--- config.mk ---
export PLATFORM = sky130hd
export DESIGN_NAME = sciacc_ram_wr_dma_flat
export DESIGN_NICKNAME = d
export VERILOG_FILES = /design/src/rtl/sciacc_ram_dma_pkg.sv /design/src/rtl/sciacc_ram_wr_dma_if.sv /design/src/rtl/generic_fifo.sv /design/src/rtl/sciacc_ram_wr_dma.sv /design/src/flat_wrapper.sv
export SDC_FILE = /design/constraint.sdc
export NUM_CORES = 1
export LEC_CHECK = 0
export ABC_AREA = 1
export CORE_MARGIN = 1.5
export CORE_UTILIZATION = 45
export DETAILED_ROUTE_END_ITERATION = 12
export GPL_TIMING_DRIVEN = 0
export PLACE_DENSITY = 0.6
export RECOVER_POWER = 50
export SYNTH_ARGS = -nofsm -noshare
export SYNTH_HDL_FRONTEND = slang
export SYNTH_SLANG_ARGS = --single-unit
--- constraint.sdc ---
create_clock -name clk -period 4.1 [get_ports clk]
set_clock_uncertainty 0.1 [all_clocks]
set_input_delay 0.82 -clock clk [delete_from_list [all_inputs] [get_ports clk]]
set_output_delay 0.82 -clock clk [all_outputs]
set_load 0.02 [all_outputs]
--- src/rtl/sciacc_ram_dma_pkg.sv ---
// sciacc_ram_dma_pkg
// Shared definitions for the response-FIFO-to-RAM write DMA:
//   - default parameter constants
//   - write FSM state encoding
package sciacc_ram_dma_pkg;

    localparam int DEF_DATA_WIDTH = 32;
    localparam int DEF_ADDR_WIDTH = 12;
    localparam int DEF_FIFO_DEPTH = 16;
    localparam int DEF_LEN_WIDTH  = 8;

    typedef enum logic [1:0] {
        ST_IDLE,
        ST_WRITE,
        ST_STROBE,
        ST_DONE
    } dma_state_e;

endpackage

--- src/rtl/sciacc_ram_wr_dma_if.sv ---
// sciacc_ram_wr_dma_if
// Write port of the external RAM, as seen by the DMA.
//   master (DMA) : drives ram_wr_addr_l, ram_wr_data, CE_bar_l, RW_bar_l, OE_bar_l
//                  samples BUSY_bar_l, INTR_bar_l
//   slave  (RAM) : the reverse
// All strobes are active low.
interface sciacc_ram_wr_dma_if #(
    parameter int DATA_WIDTH = sciacc_ram_dma_pkg::DEF_DATA_WIDTH,
    parameter int ADDR_WIDTH = sciacc_ram_dma_pkg::DEF_ADDR_WIDTH
);
    logic [ADDR_WIDTH-1:0] ram_wr_addr_l;
    logic [DATA_WIDTH-1:0] ram_wr_data;
    logic                  CE_bar_l;
    logic                  RW_bar_l;
    logic                  OE_bar_l;
    logic                  BUSY_bar_l;
    logic                  INTR_bar_l;

    modport master (
        output ram_wr_addr_l, ram_wr_data, CE_bar_l, RW_bar_l, OE_bar_l,
        input  BUSY_bar_l, INTR_bar_l
    );

    modport slave (
        input  ram_wr_addr_l, ram_wr_data, CE_bar_l, RW_bar_l, OE_bar_l,
        output BUSY_bar_l, INTR_bar_l
    );
endinterface

--- src/rtl/generic_fifo.sv ---
// generic_fifo
// Synchronous show-ahead FIFO: the head word is always visible on
// fifo_data_out while fifo_data_out_vld is high.
//   clk, reset          : clock, synchronous active-high reset
//   fifo_data_in/_push  : write port; a push while full is ignored
//   fifo_data_out_pop   : consume the head; ignored while empty
//   fifo_data_out/_vld  : head word and non-empty flag
//   fifo_full           : all FIFO_DEPTH entries occupied
module generic_fifo #(
    parameter int FIFO_DATA_WIDTH = 32,
    parameter int FIFO_DEPTH      = 16
) (
    input  logic                       clk,
    input  logic                       reset,
    input  logic [FIFO_DATA_WIDTH-1:0] fifo_data_in,
    input  logic                       fifo_data_in_push,
    input  logic                       fifo_data_out_pop,
    output logic [FIFO_DATA_WIDTH-1:0] fifo_data_out,
    output logic                       fifo_data_out_vld,
    output logic                       fifo_full
);
    localparam int AW = $clog2(FIFO_DEPTH);

    logic [FIFO_DATA_WIDTH-1:0] mem_q [FIFO_DEPTH];
    // One extra pointer bit distinguishes full from empty.
    logic [AW:0] wr_ptr_q, wr_ptr_d;
    logic [AW:0] rd_ptr_q, rd_ptr_d;
    logic        push_ok, pop_ok;

    assign fifo_full         = (wr_ptr_q[AW] != rd_ptr_q[AW]) &&
                               (wr_ptr_q[AW-1:0] == rd_ptr_q[AW-1:0]);
    assign fifo_data_out_vld = (wr_ptr_q != rd_ptr_q);
    assign fifo_data_out     = mem_q[rd_ptr_q[AW-1:0]];

    assign push_ok  = fifo_data_in_push & ~fifo_full;
    assign pop_ok   = fifo_data_out_pop & fifo_data_out_vld;
    assign wr_ptr_d = wr_ptr_q + (AW+1)'(push_ok);
    assign rd_ptr_d = rd_ptr_q + (AW+1)'(pop_ok);

    always_ff @(posedge clk) begin
        if (reset) begin
            wr_ptr_q <= '0;
            rd_ptr_q <= '0;
        end else begin
            wr_ptr_q <= wr_ptr_d;
            rd_ptr_q <= rd_ptr_d;
        end
    end

    always_ff @(posedge clk) begin
        if (push_ok) mem_q[wr_ptr_q[AW-1:0]] <= fifo_data_in;
    end
endmodule

--- src/rtl/sciacc_ram_wr_dma.sv ---
// sciacc_ram_wr_dma
// Buffers response words in a FIFO and writes a batch of them to
// consecutive RAM addresses, one CE/RW strobe per word, honouring the
// RAM's BUSY_bar_l back-pressure.
//   clk, reset                          : clock, synchronous active-high reset
//   fifo_data_in, fifo_data_in_push     : response word input
//   fifo_ready                          : FIFO not full
//   base_addr, batch_len, batch_start   : batch descriptor and start strobe
//   batch_busy, batch_done, batch_abort : batch status
//   overflow_err                        : sticky, a push hit a full FIFO
//   ram                                 : RAM write port (master modport)
// Build option: define SCIACC_RAM_WR_INTR_EN to let INTR_bar_l=0 abort a
// running batch (FIFO left unpopped). Undefined, INTR_bar_l is ignored.
module sciacc_ram_wr_dma
    import sciacc_ram_dma_pkg::*;
#(
    parameter int DATA_WIDTH = DEF_DATA_WIDTH,
    parameter int ADDR_WIDTH = DEF_ADDR_WIDTH,
    parameter int FIFO_DEPTH = DEF_FIFO_DEPTH,
    parameter int LEN_WIDTH  = DEF_LEN_WIDTH
) (
    input  logic                  clk,
    input  logic                  reset,
    input  logic [DATA_WIDTH-1:0] fifo_data_in,
    input  logic                  fifo_data_in_push,
    output logic                  fifo_ready,
    input  logic [ADDR_WIDTH-1:0] base_addr,
    input  logic [LEN_WIDTH-1:0]  batch_len,
    input  logic                  batch_start,
    output logic                  batch_busy,
    output logic                  batch_done,
    output logic                  batch_abort,
    output logic                  overflow_err,
    sciacc_ram_wr_dma_if.master   ram
);
    dma_state_e            state_q;
    logic [ADDR_WIDTH-1:0] addr_q;
    logic [LEN_WIDTH-1:0]  cnt_q;
    logic [ADDR_WIDTH-1:0] wr_addr_q;
    logic [DATA_WIDTH-1:0] wr_data_q;
    logic                  strobe_n_q;
    logic                  done_q, abort_q, ovf_q;

    logic [DATA_WIDTH-1:0] fifo_head;
    logic                  fifo_vld, fifo_full, fifo_pop;
    logic                  intr_abort;

`ifdef SCIACC_RAM_WR_INTR_EN
    assign intr_abort = ~ram.INTR_bar_l;
`else
    logic unused_intr;
    assign unused_intr = ram.INTR_bar_l;
    assign intr_abort  = 1'b0;
`endif

    // Pop only on a completed write; an abort in the same cycle wins.
    assign fifo_pop = (state_q == ST_STROBE) && ram.BUSY_bar_l && !intr_abort;

    generic_fifo #(
        .FIFO_DATA_WIDTH (DATA_WIDTH),
        .FIFO_DEPTH      (FIFO_DEPTH)
    ) u_fifo (
        .clk               (clk),
        .reset             (reset),
        .fifo_data_in      (fifo_data_in),
        .fifo_data_in_push (fifo_data_in_push),
        .fifo_data_out_pop (fifo_pop),
        .fifo_data_out     (fifo_head),
        .fifo_data_out_vld (fifo_vld),
        .fifo_full         (fifo_full)
    );

    always_ff @(posedge clk) begin
        if (reset) begin
            state_q    <= ST_IDLE;
            addr_q     <= '0;
            cnt_q      <= '0;
            wr_addr_q  <= '0;
            wr_data_q  <= '0;
            strobe_n_q <= 1'b1;
            done_q     <= 1'b0;
            abort_q    <= 1'b0;
            ovf_q      <= 1'b0;
        end else begin
            done_q  <= 1'b0;
            abort_q <= 1'b0;
            // The FIFO drops a push while full, even if it pops that cycle.
            ovf_q   <= ovf_q | (fifo_data_in_push & fifo_full);
            case (state_q)
                ST_IDLE: begin
                    if (batch_start) begin
                        addr_q  <= base_addr;
                        cnt_q   <= batch_len;
                        state_q <= ST_WRITE;
                    end
                end
                ST_WRITE: begin
                    if (intr_abort) begin
                        done_q  <= 1'b1;
                        abort_q <= 1'b1;
                        state_q <= ST_DONE;
                    end else if (cnt_q == '0) begin
                        done_q  <= 1'b1;
                        state_q <= ST_DONE;
                    end else if (fifo_vld) begin
                        wr_addr_q  <= addr_q;
                        wr_data_q  <= fifo_head;
                        strobe_n_q <= 1'b0;
                        state_q    <= ST_STROBE;
                    end
                end
                ST_STROBE: begin
                    if (intr_abort) begin
                        strobe_n_q <= 1'b1;
                        done_q     <= 1'b1;
                        abort_q    <= 1'b1;
                        state_q    <= ST_DONE;
                    end else if (ram.BUSY_bar_l) begin
                        strobe_n_q <= 1'b1;
                        addr_q     <= addr_q + ADDR_WIDTH'(1);
                        cnt_q      <= cnt_q - LEN_WIDTH'(1);
                        state_q    <= ST_WRITE;
                    end
                end
                ST_DONE: state_q <= ST_IDLE;
                default: state_q <= ST_IDLE;
            endcase
        end
    end

    assign fifo_ready        = ~fifo_full;
    assign batch_busy        = (state_q != ST_IDLE);
    assign batch_done        = done_q;
    assign batch_abort       = abort_q;
    assign overflow_err      = ovf_q;
    assign ram.ram_wr_addr_l = wr_addr_q;
    assign ram.ram_wr_data   = wr_data_q;
    assign ram.CE_bar_l      = strobe_n_q;
    assign ram.RW_bar_l      = strobe_n_q;
    assign ram.OE_bar_l      = 1'b1;
endmodule

--- src/flat_wrapper.sv ---
// flat-port wrapper written by rule: the top's interface ports become plain ports
module sciacc_ram_wr_dma_flat import sciacc_ram_dma_pkg::*;
#(
    parameter int DATA_WIDTH = DEF_DATA_WIDTH,
    parameter int ADDR_WIDTH = DEF_ADDR_WIDTH,
    parameter int FIFO_DEPTH = DEF_FIFO_DEPTH,
    parameter int LEN_WIDTH  = DEF_LEN_WIDTH
)
  (clk, reset, fifo_data_in, fifo_data_in_push, fifo_ready, base_addr, batch_len, batch_start, batch_busy, batch_done, batch_abort, overflow_err, ram_ram_wr_addr_l, ram_ram_wr_data, ram_CE_bar_l, ram_RW_bar_l, ram_OE_bar_l, ram_BUSY_bar_l, ram_INTR_bar_l);
  sciacc_ram_wr_dma_if #(.DATA_WIDTH(DATA_WIDTH), .ADDR_WIDTH(ADDR_WIDTH)) ram_i ();
  input  logic clk;
  input  logic reset;
  input  logic [DATA_WIDTH-1:0] fifo_data_in;
  input  logic fifo_data_in_push;
  output logic fifo_ready;
  input  logic [ADDR_WIDTH-1:0] base_addr;
  input  logic [LEN_WIDTH-1:0] batch_len;
  input  logic batch_start;
  output logic batch_busy;
  output logic batch_done;
  output logic batch_abort;
  output logic overflow_err;
  output wire logic [$bits(ram_i.ram_wr_addr_l)-1:0] ram_ram_wr_addr_l;
  output wire logic [$bits(ram_i.ram_wr_data)-1:0] ram_ram_wr_data;
  output wire logic [$bits(ram_i.CE_bar_l)-1:0] ram_CE_bar_l;
  output wire logic [$bits(ram_i.RW_bar_l)-1:0] ram_RW_bar_l;
  output wire logic [$bits(ram_i.OE_bar_l)-1:0] ram_OE_bar_l;
  input wire logic [$bits(ram_i.BUSY_bar_l)-1:0] ram_BUSY_bar_l;
  input wire logic [$bits(ram_i.INTR_bar_l)-1:0] ram_INTR_bar_l;
  assign ram_ram_wr_addr_l = ram_i.ram_wr_addr_l;
  assign ram_ram_wr_data = ram_i.ram_wr_data;
  assign ram_CE_bar_l = ram_i.CE_bar_l;
  assign ram_RW_bar_l = ram_i.RW_bar_l;
  assign ram_OE_bar_l = ram_i.OE_bar_l;
  assign ram_i.BUSY_bar_l = ram_BUSY_bar_l;
  assign ram_i.INTR_bar_l = ram_INTR_bar_l;
  sciacc_ram_wr_dma #(.DATA_WIDTH(DATA_WIDTH), .ADDR_WIDTH(ADDR_WIDTH), .FIFO_DEPTH(FIFO_DEPTH), .LEN_WIDTH(LEN_WIDTH)) u_core (.clk(clk), .reset(reset), .fifo_data_in(fifo_data_in), .fifo_data_in_push(fifo_data_in_push), .fifo_ready(fifo_ready), .base_addr(base_addr), .batch_len(batch_len), .batch_start(batch_start), .batch_busy(batch_busy), .batch_done(batch_done), .batch_abort(batch_abort), .overflow_err(overflow_err), .ram(ram_i));
endmodule
==> metrics, run 1 <==
top cells by area, synth edfxtp_1 (61%), nand2_1 (8.5%), dfxtp_1 (6.3%); commonest non-fill, non-tap cell in the layout nand2_1; Num Clock Sinks 591; layout cell share with drive strength beyond 1 0.0604; unrepaired setup endpoints after global routing no; DP HPWL 45800 um; largest net degree at the start of global routing 23; CP most frequent cell nand2_1; number of synthesized flops with an enable pin 512; Ys Warns 0; io pins 110; final instance area 29600 um2; fin. max-slew vios 0; Die W 239 um; first-pass GRT wire length 102000 um; hold path cells 2; Mapped Area 25100 um2; register area share after synthesis 0.675; area growth from synthesis to layout 17.6%; CTS tree yes; CP max stage delay 0.59 ns; Post-Syn Nets 2597; DR WL/cell 19.4 um; r2r worst-path depth 11; Leak 0.0120 uW; flops & latches, synth 591; row count 86; status finished clean; Iter 0 DRT Violations 1550; Avg Inst Size Synth 9.93 um2; Worst slew margin 0.388; CTS Root Cell clkbuf_16; total die area 57300 um2; worst-margin pin slew 0.918 ns; cts hold-fix bufs 0; CP Data Required Time 3.18 ns; vias per cell 5.07; FF-to-FF End u_core.ram.ram_wr_data[7]; Reg-to-Reg Start u_core.u_fifo.rd_ptr_q[1]; final worst-path cycle share 0.864; Max FO, Critical Path 6; antenna violations before repair 0; Peak VDD IR 0.392 mV; Post-CTS Setup Inserts 0; placed cell area 27600 um2; # setup viols final 0; fin nets 2781; CP Launch Point u_core.u_fifo.rd_ptr_q[1]; critical path class register to primary output; Final ANT Viol Nets 0; # resized after CTS 0; # diodes 0; PwrDens 486 nW/um2; cts bufs inserted 61; Vias 17824; H-tree Lvls 2; Die Y 239 um; Final Wtd Congestion 0.861; min Tclk post-route 3.54 ns; Distinct cells, synth 34; Fill cells 4797; Cells after Synth 2532; Initial Utilization 0.455; most used flip-flop cell after synthesis edfxtp_1; Post-Route Setup TNS 0 ns; top cell type's share of synthesized area 0.612; number of global-route vias before repair 16908; final hold vios 0; CP cell instances inv_1 > nand2_1 > nand2_1 > inv_1 > nand2_1 > nor2_1 > nand2_1 > clkdlybuf4s50_1; CP Capture Type primary output; hold_sp u_core.ram.ram_wr_addr_l[2]; MaxCap Viol Count 0; Worst Hold Path EP u_core.ram.ram_wr_addr_l[2]; most frequent cells in the layout nand2_1 (571), edfxtp_1 (512), inv_1 (370); startpoint types register; Yosys top cell by area edfxtp_1; Hold Slack 0.381 ns; crit path DAT 2.62 ns; ys async rst share 0; Clock Latency Late Sink 0.65 ns; gr usage total 0.240; CP max stage cell clkdlybuf4s50_1; post-layout utilization of the core 0.536; fmax 0.282 GHz; Buffers on Ports 105; R2R setup slack 0.73 ns; Initial DRT Pass Iterations 5; DRT Wirelength 68100 um; core area 55200 um2; Hold Crit Class register to register; GRT overflow 0; clock slew at reported path FFs 0.06 ns; DRC viols 0; clk buf depth 3
[through the flow]
stage               std cells  setup slack (ns)  power, uW
floorplan                2532              1.03       8250
global placement         3385            -0.998       9060
detailed placement       3401             0.713       9110
CTS                      3514             0.636      14500
global route             3514             0.485      14900
finish                   3514             0.557      14400
[worst max-delay path by stage]
stage	cells after the start	to	slack, ns
final	8	fifo_ready	0.56
after global routing	8	fifo_ready	0.48
after CTS	8	fifo_ready	0.64
after detailed placement	4	u_core.u_fifo.mem_q[9][26]	0.71
after global placement	3	u_core.u_fifo.mem_q[9][26]	-1.0
after floorplan	11	u_core.u_fifo.mem_q[12][0]	1.03
[cell type report]
| cell class | instances | area (um2) | area share |
|---|---|---|---|
| clock inverters | 33 | 308 | 0.0104 |
| flip-flops and latches | 591 | 17000 | 0.573 |
| inverters | 372 | 1400 | 0.0473 |
| plain buffers | 129 | 613 | 0.0207 |
| clock buffers | 80 | 1640 | 0.0554 |
| repair buffers | 121 | 1450 | 0.0489 |
| well taps | 748 | 936 | 0.0317 |
| multi-input cells | 1440 | 6270 | 0.212 |
[synth_stat cells, types with 2 or more instances]
library cell,n
a211oi_1,2
a21oi_1,48
a31oi_1,7
buf_1,13
buf_2,36
buf_4,6
buf_6,6
clkbuf_1,65
conb_1,2
dfxtp_1,79
edfxtp_1,512
ha_1,7
inv_1,369
inv_2,2
nand2_1,570
nand2_2,4
nand3_1,244
nand4_1,6
nor2_1,365
o21ai_0,165
o21ai_1,3
o22ai_1,2
or2_2,2
xnor2_1,4
xor2_1,4
[flip-flops by register name, indices dropped and copies added, names as in the netlist]
name	cells
u_core.u_fifo.mem_q	512
u_core.ram.ram_wr_data	32
u_core.addr_q	12
u_core.ram.ram_wr_addr_l	12
u_core.cnt_q	8
u_core.u_fifo.rd_ptr_q	5
u_core.u_fifo.wr_ptr_q	5
u_core.state_q	2
u_core.batch_done	1
u_core.overflow_err	1
u_core.ram.CE_bar_l	1
[critical path: cells and delay by family (launching register included)]
family	cells	cell delay, ns
and+or+nand+nor	5	0.61
DFF	1	0.55
buffers and inverters	3	0.82
[metal layers]
metal / track usage / routed length [um] / up-vias / share of wire
li1: - / - / 8592 / -
met1: 0.328 / 29200 / 8430 / 0.43
met2: 0.388 / 31500 / 664 / 0.46
met3: 0.0355 / 4990 / 138 / 0.073
met4: 0.0900 / 2460 / 0 / 0.036
met5: 0 / 0 / - / 0
[kinds of logic (layout without fill, tap and decap cells)]
family	count (synthesis)	in the layout	synth area share
compound gates	229	229	0.0464
xor+xnor	8	8	0.00279
buf+inv	501	735	0.0805
flops	591	591	0.675
other cells	2	2	0.000299
simple gates	1194	1194	0.192
fa+ha+maj	7	7	0.00348
[where the power goes]
group          total (uW)  internal [uW]  leakage [uW]  switching (uW)
Combinational        2020            683       0.00577            1330
Sequential           6950           6790       0.00527             156
Clock                5410           3060      0.000946            2340
Note: power is estimated with default switching activity, not from simulation.
==> run 2: changes to the inputs <==
==> constraint.sdc (replaced) <==
create_clock -name clk -period 4.31 [get_ports clk]
set_clock_uncertainty 0.1 [all_clocks]
set_input_delay 0.862 -clock clk [delete_from_list [all_inputs] [get_ports clk]]
set_output_delay 0.862 -clock clk [all_outputs]
set_load 0.02 [all_outputs]
==> run 2 against run 1 <==
  * Via count rose by 0.77%
  * First-iteration DRC count fell by 0.13%
  * Hold slack barely moved
  * Sequential share of layout area did not move
  * Clock power fell by 4.8%
  * Highest routed layer unchanged
  * Sequential cell count did not move
  * Cell count did not move
  * Wire length rose by 0.14%
  * Count of clock-buffer cells in the layout did not move
  * Sequential power fell by 4.9%
  * Critical path depth did not move
  * Critical path type unchanged
  * Critical endpoint unchanged
==> metrics, run 2 (synthesis results as in run 1) <==
CTS tree yes; Post-Route Setup TNS 0 ns; CP most frequent cell nand2_1; DP Worst Slack 0.881 ns; fmax 0.276 GHz; area growth from synthesis to layout 17.6%; critical path class register to primary output; DR WL/cell 19.4 um; max reg flops 512; final instance area 29600 um2; Initial Utilization 0.455; layout cell share with drive strength beyond 1 0.0604; gr usage total 0.240; met3 Use GR 0.0355; DRT Wirelength 68200 um; DRC viols 0; fin nets 2781; buffers and inverters on the worst path 3; Clock power frac 0.376; Vias 17962; Post-CTS Setup Inserts 0; antenna violations before repair 0; Clock Latency Late Sink 0.65 ns; Final Power 13700 uW; hold_sp u_core.ram.ram_wr_addr_l[2]; area of the multi-input gates 6270 um2; FF/Latch Area 17000 um2; most used routing layer in global routing met2; CP max stage delay 0.59 ns; startpoint types register; DP HPWL 45800 um; sw power 3650 uW; Reg-to-Reg Start u_core.u_fifo.rd_ptr_q[1]; met2 usage 0.388; met1 track demand over resource 0.328; post-layout utilization of the core 0.536; Reg power frac 0.483; Initial DRT Pass Iterations 6; largest net degree at the start of global routing 23; r2r worst-path depth 11; Hold Crit Class register to register; vias per cell 5.11; Fill cells 4797; Die Y 239 um; Num Clock Sinks 591; Buffers on Ports 105; commonest non-fill, non-tap cell in the layout nand2_1; switching share of power 0.267; worst-margin pin slew 0.902 ns; GRT overflow 0; H-tree Lvls 2; CP max stage cell clkdlybuf4s50_1; hold path cells 2; CP Capture Type primary output; placed cell area 27600 um2; CTS Root Cell clkbuf_16; Iter 0 DRT Violations 1548; number of global-route vias before repair 16908; Int Power 10000 uW; io pins 110; Logic pwr share 0.140; # setup viols final 0; Worst slew margin 0.399; CP Launch Point u_core.u_fifo.rd_ptr_q[1]; first-pass GRT wire length 102000 um; clock slew at reported path FFs 0.06 ns; cts bufs inserted 61; cts hold-fix bufs 0; status finished clean; Final Wtd Congestion 0.861; # resized after CTS 0; PwrDens 462 nW/um2; MaxCap Viol Count 0; total die area 57300 um2; Max FO, Critical Path 6; setup ws final 0.681 ns; row count 86; fin. max-slew vios 0; Final ANT Viol Nets 0; min Tclk post-route 3.63 ns; unrepaired setup endpoints after global routing no; delay-heaviest family, CP buffers and inverters; core area 55200 um2; final worst-path cycle share 0.842; Leak 0.0120 uW; clk buf depth 3; most frequent cells in the layout nand2_1 (571), edfxtp_1 (512), inv_1 (370); R2R setup slack 0.93 ns; crit path DAT 2.67 ns; # diodes 0; final hold vios 0; Peak VDD IR 0.372 mV; CP Data Required Time 3.35 ns; Crit path depth 8; Die W 239 um; CP cell instances inv_1 > nand2_1 > nand2_1 > inv_1 > nand2_1 > nor2_1 > nand2_1 > clkdlybuf4s50_1
==> run 2: layer usage <==
layer / share of wire / vias up
met4: 0.038 / 0
met5: 0 / -
met3: 0.072 / 138
met2: 0.46 / 690
met1: 0.43 / 8537
li1: - / 8597
==> run 2: worst min-delay path: stages (launching register included) <==
cell	delay [ns]
dfxtp_1	0.32
nor2_1	0.05
nor2_1	0.08
==> run 2: cell type report <==
cell class / count / area share
plain buffers: 129 / 0.0207
clock buffers: 80 / 0.0554
flip-flops and latches: 591 / 0.573
well taps: 748 / 0.0317
repair buffers: 121 / 0.0489
multi-input cells: 1440 / 0.212
inverters: 372 / 0.0473
clock inverters: 33 / 0.0104
==> run 2: path summary, 6_finish.rpt <==
kind,to
setup / recovery,fifo_ready
hold / removal,u_core.ram.ram_wr_addr_l[2]
setup reg to reg,u_core.ram.ram_wr_data[7]
hold reg to reg,u_core.ram.ram_wr_addr_l[2]
==> run 2: power by group through the flow <==
stage / Clock, uW / Combinational [uW] / Sequential [uW]
3_3_place_gp: 0 / 1900 / 6720
2_1_floorplan: 0 / 1020 / 6820
4_1_cts: 5220 / 1950 / 6610
6_report: 5150 / 1920 / 6610
3_5_place_dp: 0 / 1940 / 6730
5_1_grt: 5430 / 2140 / 6630
==> run 2: metrics by stage <==
step / hold WS, ns / std cells
after floorplan: 0.372 / 2532
after global placement: 0.365 / 3385
after detailed placement: 0.371 / 3401
after CTS: 0.385 / 3514
after global routing: 0.413 / 3514
final: 0.381 / 3514
